### src/rtl/instr_fetch.sv
// Instruction fetch unit: reads instruction words at the PC, holds them for the control unit and follows jumps.
// Optional memory-timeout watchdog is enabled by defining INSTR_FETCH_TIMEOUT_EN.
module instr_fetch #(
  parameter int ADDR_W = 8,
  parameter int DATA_W = 8
) (
  input  logic              clk,
  input  logic              clr,
  output logic              mem_rd,
  output logic [ADDR_W-1:0] mem_addr,
  input  logic              mem_ack,
  input  logic [DATA_W-1:0] mem_data,
  output logic [2:0]        op,
  output logic [DATA_W-4:0] operand,
  output logic              op_valid,
  input  logic              en_fetch,
  input  logic              jmp,
  input  logic [ADDR_W-1:0] jmp_addr,
  output logic              err,
  output logic [1:0]        dbg_state
);

  // Handshakes: mem_rd/mem_ack is a request held high until an ack is sampled
  // in the same cycle; op_valid/en_fetch is valid/ready, a word transfers on
  // the edge where both are high; jmp overrides both handshakes.
  typedef enum logic [1:0] {
    IDLE  = 2'd0,
    FETCH = 2'd1,
    VALID = 2'd2
  } state_t;

  state_t              state_q, state_d;
  logic [ADDR_W-1:0]   pc_q, pc_d;
  logic [2:0]          op_q, op_d;
  logic [DATA_W-4:0]   operand_q, operand_d;
  logic                op_valid_q, op_valid_d;
  logic                drop_live;
  logic                rd_live;

  assign rd_live = (state_q == FETCH) && !drop_live;

  always_comb begin
    state_d    = state_q;
    pc_d       = pc_q;
    op_d       = op_q;
    operand_d  = operand_q;
    op_valid_d = op_valid_q;
    if (jmp) begin
      pc_d       = jmp_addr;
      op_valid_d = 1'b0;
      state_d    = FETCH;
    end else begin
      unique case (state_q)
        IDLE: begin
          state_d = FETCH;
        end
        FETCH: begin
          if (rd_live && mem_ack) begin
            op_d       = mem_data[DATA_W-1:DATA_W-3];
            operand_d  = mem_data[DATA_W-4:0];
            op_valid_d = 1'b1;
            pc_d       = pc_q + ADDR_W'(1);
            state_d    = VALID;
          end
        end
        VALID: begin
          if (en_fetch) begin
            op_valid_d = 1'b0;
            state_d    = FETCH;
          end
        end
        default: begin
          state_d = IDLE;
        end
      endcase
    end
  end

  always_ff @(posedge clk or posedge clr) begin
    if (clr) begin
      state_q    <= IDLE;
      pc_q       <= '0;
      op_q       <= '0;
      operand_q  <= '0;
      op_valid_q <= 1'b0;
    end else begin
      state_q    <= state_d;
      pc_q       <= pc_d;
      op_q       <= op_d;
      operand_q  <= operand_d;
      op_valid_q <= op_valid_d;
    end
  end

`ifdef INSTR_FETCH_TIMEOUT_EN
  logic [3:0] cnt_q, cnt_d;
  logic       err_q, err_d;
  logic       drop_q, drop_d;

  // The counter sits at zero outside FETCH, so every entry into FETCH starts
  // a fresh 16-cycle window; the drop cycle abandons the read before retrying.
  always_comb begin
    cnt_d  = cnt_q;
    err_d  = err_q;
    drop_d = 1'b0;
    if (jmp || state_q != FETCH) begin
      cnt_d = '0;
    end else if (drop_q || mem_ack) begin
      cnt_d = '0;
    end else if (cnt_q == 4'hF) begin
      err_d  = 1'b1;
      drop_d = 1'b1;
      cnt_d  = '0;
    end else begin
      cnt_d = cnt_q + 4'd1;
    end
  end

  always_ff @(posedge clk or posedge clr) begin
    if (clr) begin
      cnt_q  <= '0;
      err_q  <= 1'b0;
      drop_q <= 1'b0;
    end else begin
      cnt_q  <= cnt_d;
      err_q  <= err_d;
      drop_q <= drop_d;
    end
  end

  assign drop_live = drop_q;
  assign err       = err_q;
`else
  assign drop_live = 1'b0;
  assign err       = 1'b0;
`endif

  assign mem_rd    = rd_live;
  assign mem_addr  = pc_q;
  assign op        = op_q;
  assign operand   = operand_q;
  assign op_valid  = op_valid_q;
  assign dbg_state = state_q;

endmodule

### config.mk
export PLATFORM = sky130hd
export DESIGN_NAME = instr_fetch
export DESIGN_NICKNAME = d
export VERILOG_FILES = /design/src/rtl/instr_fetch.sv
export SDC_FILE = /design/constraint.sdc
export NUM_CORES = 1
export LEC_CHECK = 0
export CORE_UTILIZATION = 59
export DETAILED_ROUTE_END_ITERATION = 10
export DONT_BUFFER_PORTS = 1
export PLACE_DENSITY_LB_ADDON = 0.12
export SLEW_MARGIN = 20
export SYNTH_ARGS = -nofsm -noshare
export SYNTH_HDL_FRONTEND = slang
export SYNTH_SLANG_ARGS = --single-unit
### constraint.sdc
create_clock -name clk -period 1.65 [get_ports clk]
set_input_delay 0.495 -clock clk [delete_from_list [all_inputs] [get_ports clk]]
set_output_delay 0.495 -clock clk [all_outputs]
set_load 0.01 [all_outputs]
==> impl_results.md <==
* Htree depth at 1
* Worst hold slack at just over 0.06 ns
* CTS tree: done
* Mux cell area share after synthesis at 0.110
* Detailed Route Iter0 Violations at 8
* P_leak at ~0.42 nW
* Critical path peak fanout at 6
* Final Hold Fails at 0
* DP HPWL at around 1400 um
* Peak Freq at about 0.64 GHz
* Share of layout cells above drive strength 1 at 0.228
* Vias per cell at just over 6
* Mean area per synthesized cell at roughly 11 um2
* CP max stage cell: dfrtp_1
* Cells resized by post-CTS repair at 0
* Starting Density at 0.668
* Clk Latency, worst-skew pair at roughly 0.29 ns
* First-pass GRT wire length at around 2500 um
* Post-synthesis simple-gate area fraction at 0.167
* Post-synthesis compound-gate area fraction at 0.126
* Global placement routability congestion at around 0.74
* Mapped Cells at 85
* DR pass1 iterations at 4
* Die W at slightly above 40 um
* Fraction of the yosys area taken by sequential cells at 0.521
* Initial antenna violation count at 0
* Register Area at 475 um2
* Synth Area in XOR/XNOR at 0.0192
* Pwr dens at around 1100 nW/um2
* Sink Count at 19
* Area taken by multi-input logic gates at approximately 400 um2
* Max IR drop VDD at 508 uV
* R2r worst-path depth at 4
* Post-Synth Adder-Cell Area at 0.0137
* Unrepaired setup endpoints after global routing: false
* Largest family of logic cells by synthesized area: simple AND/OR/NAND/NOR gates
* Yosys warning count at 0
* Final Cycle Share at 0.945
* Max-cap violations at 0
* Pre-CTS setup slack at about 0.16 ns
* CTS buffer count at 3
* Clock-pin transition on the worst setup and hold timing paths at 0.10 ns
* Outcome: finished clean
* Setup violations, final at 0
* Largest net degree at the start of global routing at 18
* DRT antenna net count at 0
* Vias in the first global route at 608
* CP bufs+invs at 1
* CP Cell Sequence: buf_4 > nor2b_1
* Site Rows at 13
* Post-CTS Setup Inserts at 0
* Commonest cells after routing, fill and taps aside: 19 x dfrtp_1, 11 x nand2_1, 8 x mux2_2
* Worst R2R Start: dbg_state[1]$_DFFE_PP0P_
* Core area at 1370 um2
* Synth-to-Final Area Change at 7.68%
* Largest delay share family, worst path: flip-flops
* CP max stage delay at 0.39 ns
* Mapped Nets at between 100 and 150
* Grt total ovfl at 0
* Min-Delay Path Class: in -> async
* CP arrival at between 1 and 1.5 ns
* # port buffers at 0
* CTS root buffer: clkbuf_4
* Wirelength, routed at 1730 um
* Filler instances at 117
* Worst R2R Setup Slack at ~0.19 ns
* Final Slew Violations at 0
* Ports at 42
* Skew final at approximately 0.0063 ns
* Number of library cell types mapped by synthesis at 32
* Final setup margin at 0.0914 ns
* ANT cells at 0
* Hold Buf Count CTS at 0
* Reg2reg end: mem_addr[5]$_DFFE_PP0P_
* Crit path time final at approximately 1.6 ns
* Worst EP required at roughly 1.2 ns
* Critical setup path kind: reg -> out
* Setup crit start kind: register
* Nets@finish at about 120
* Chip height at 41.3 um
* Residual DRC count at 0
* Mapped Area at approximately 900 um2
* Gr usage total at 0.234
* Util after Layout at 0.719
* CP endpoint kind: primary output
* Post-DR wirelength/cell at 16.1 um
* Maximum clock path buffer count at 2
* Vias at around 660
* Die Area at between 1500 and 2000 um2
* Setup TNS Final at 0 ns
* #FFs+latches synth at 19
* Most common cell after layout, fill and taps aside: dfrtp_1
==> worst max path at each step <==
stage | cells past startpoint | startpoint | to
global route | 2 | dbg_state[0]$_DFFE_PP0P_ | mem_rd
floorplan | 4 | dbg_state[1]$_DFFE_PP0P_ | op[0]$_DFFE_PP0P_
global placement | 4 | mem_ack | mem_addr[3]$_DFFE_PP0P_
detailed placement | 3 | mem_ack | mem_addr[7]$_DFFE_PP0P_
CTS | 2 | dbg_state[1]$_DFFE_PP0P_ | mem_rd
finish | 2 | dbg_state[1]$_DFFE_PP0P_ | mem_rd
==> kinds of logic (layout without fill, tap and decap cells) <==
kind of cell    after synthesis  count (layout)
flops                        19              19
mux                           9               9
xor+xnor                      2               2
simple gates                 30              30
other cells                   1               1
fa+ha+maj                     1               1
buf+inv                       6              13
compound gates               17              17
==> where the power goes <==
part           internal [mW]  switching, mW
Combinational         0.0955         0.0885
Sequential             0.539         0.0930
Clock                 0.0939          0.133
==> metrics by stage <==
stage | power, mW | area [um2] | instances
finish | 1.04 | 982 | 107
global route | 1.10 | 982 | 107
CTS | 1.05 | 982 | 107
detailed placement | 0.829 | 956 | 103
global placement | 0.812 | 956 | 103
floorplan | 0.775 | 912 | 85
==> routing by layer <==
metal  track usage  wire length (um)
met3        0.0691               111
met1         0.292               767
met2         0.379               833
met5             0                 0
met4        0.0968                12
==> cell type report <==
class	instances	share of cell area
clock buffers	4	0.0268
flip-flops and latches	19	0.484
repair buffers	7	0.0535
inverters	2	0.00764
well taps	15	0.0191
multi-input cells	60	0.409
==> Yosys cell counts <==
library cell / instances / share of area
o31ai_1: 2 / 0.016
a22oi_1: 1 / 0.0082
conb_1: 1 / 0.0041
o21ai_0: 4 / 0.022
nand3b_1: 1 / 0.0082
nor2_2: 1 / 0.0069
a22o_1: 1 / 0.0096
nand2_1: 11 / 0.045
xor2_1: 2 / 0.019
mux2i_1: 1 / 0.011
ha_1: 1 / 0.014
nand2b_1: 1 / 0.0069
nor2_1: 4 / 0.016
or4_1: 2 / 0.016
o211ai_1: 2 / 0.016
nand4b_1: 1 / 0.0096
o311ai_0: 1 / 0.0096
dfrtp_1: 19 / 0.52
nand3_1: 3 / 0.016
buf_4: 1 / 0.0082
inv_1: 2 / 0.0082
buf_2: 1 / 0.0055
nor2b_1: 2 / 0.014
a21oi_1: 2 / 0.011
a2bb2oi_1: 1 / 0.0096
o311ai_1: 1 / 0.0096
or3_1: 2 / 0.014
clkbuf_1: 1 / 0.0041
buf_6: 1 / 0.012
or2_2: 2 / 0.014
a31oi_1: 2 / 0.014
mux2_2: 8 / 0.099
==> sequential cells by signal, summed over array words and instances (netlist names) <==
name and flops:
op_valid 1, op 3, dbg_state 2, operand 5
mem_addr 8
Note: power is estimated with default switching activity, not from simulation.
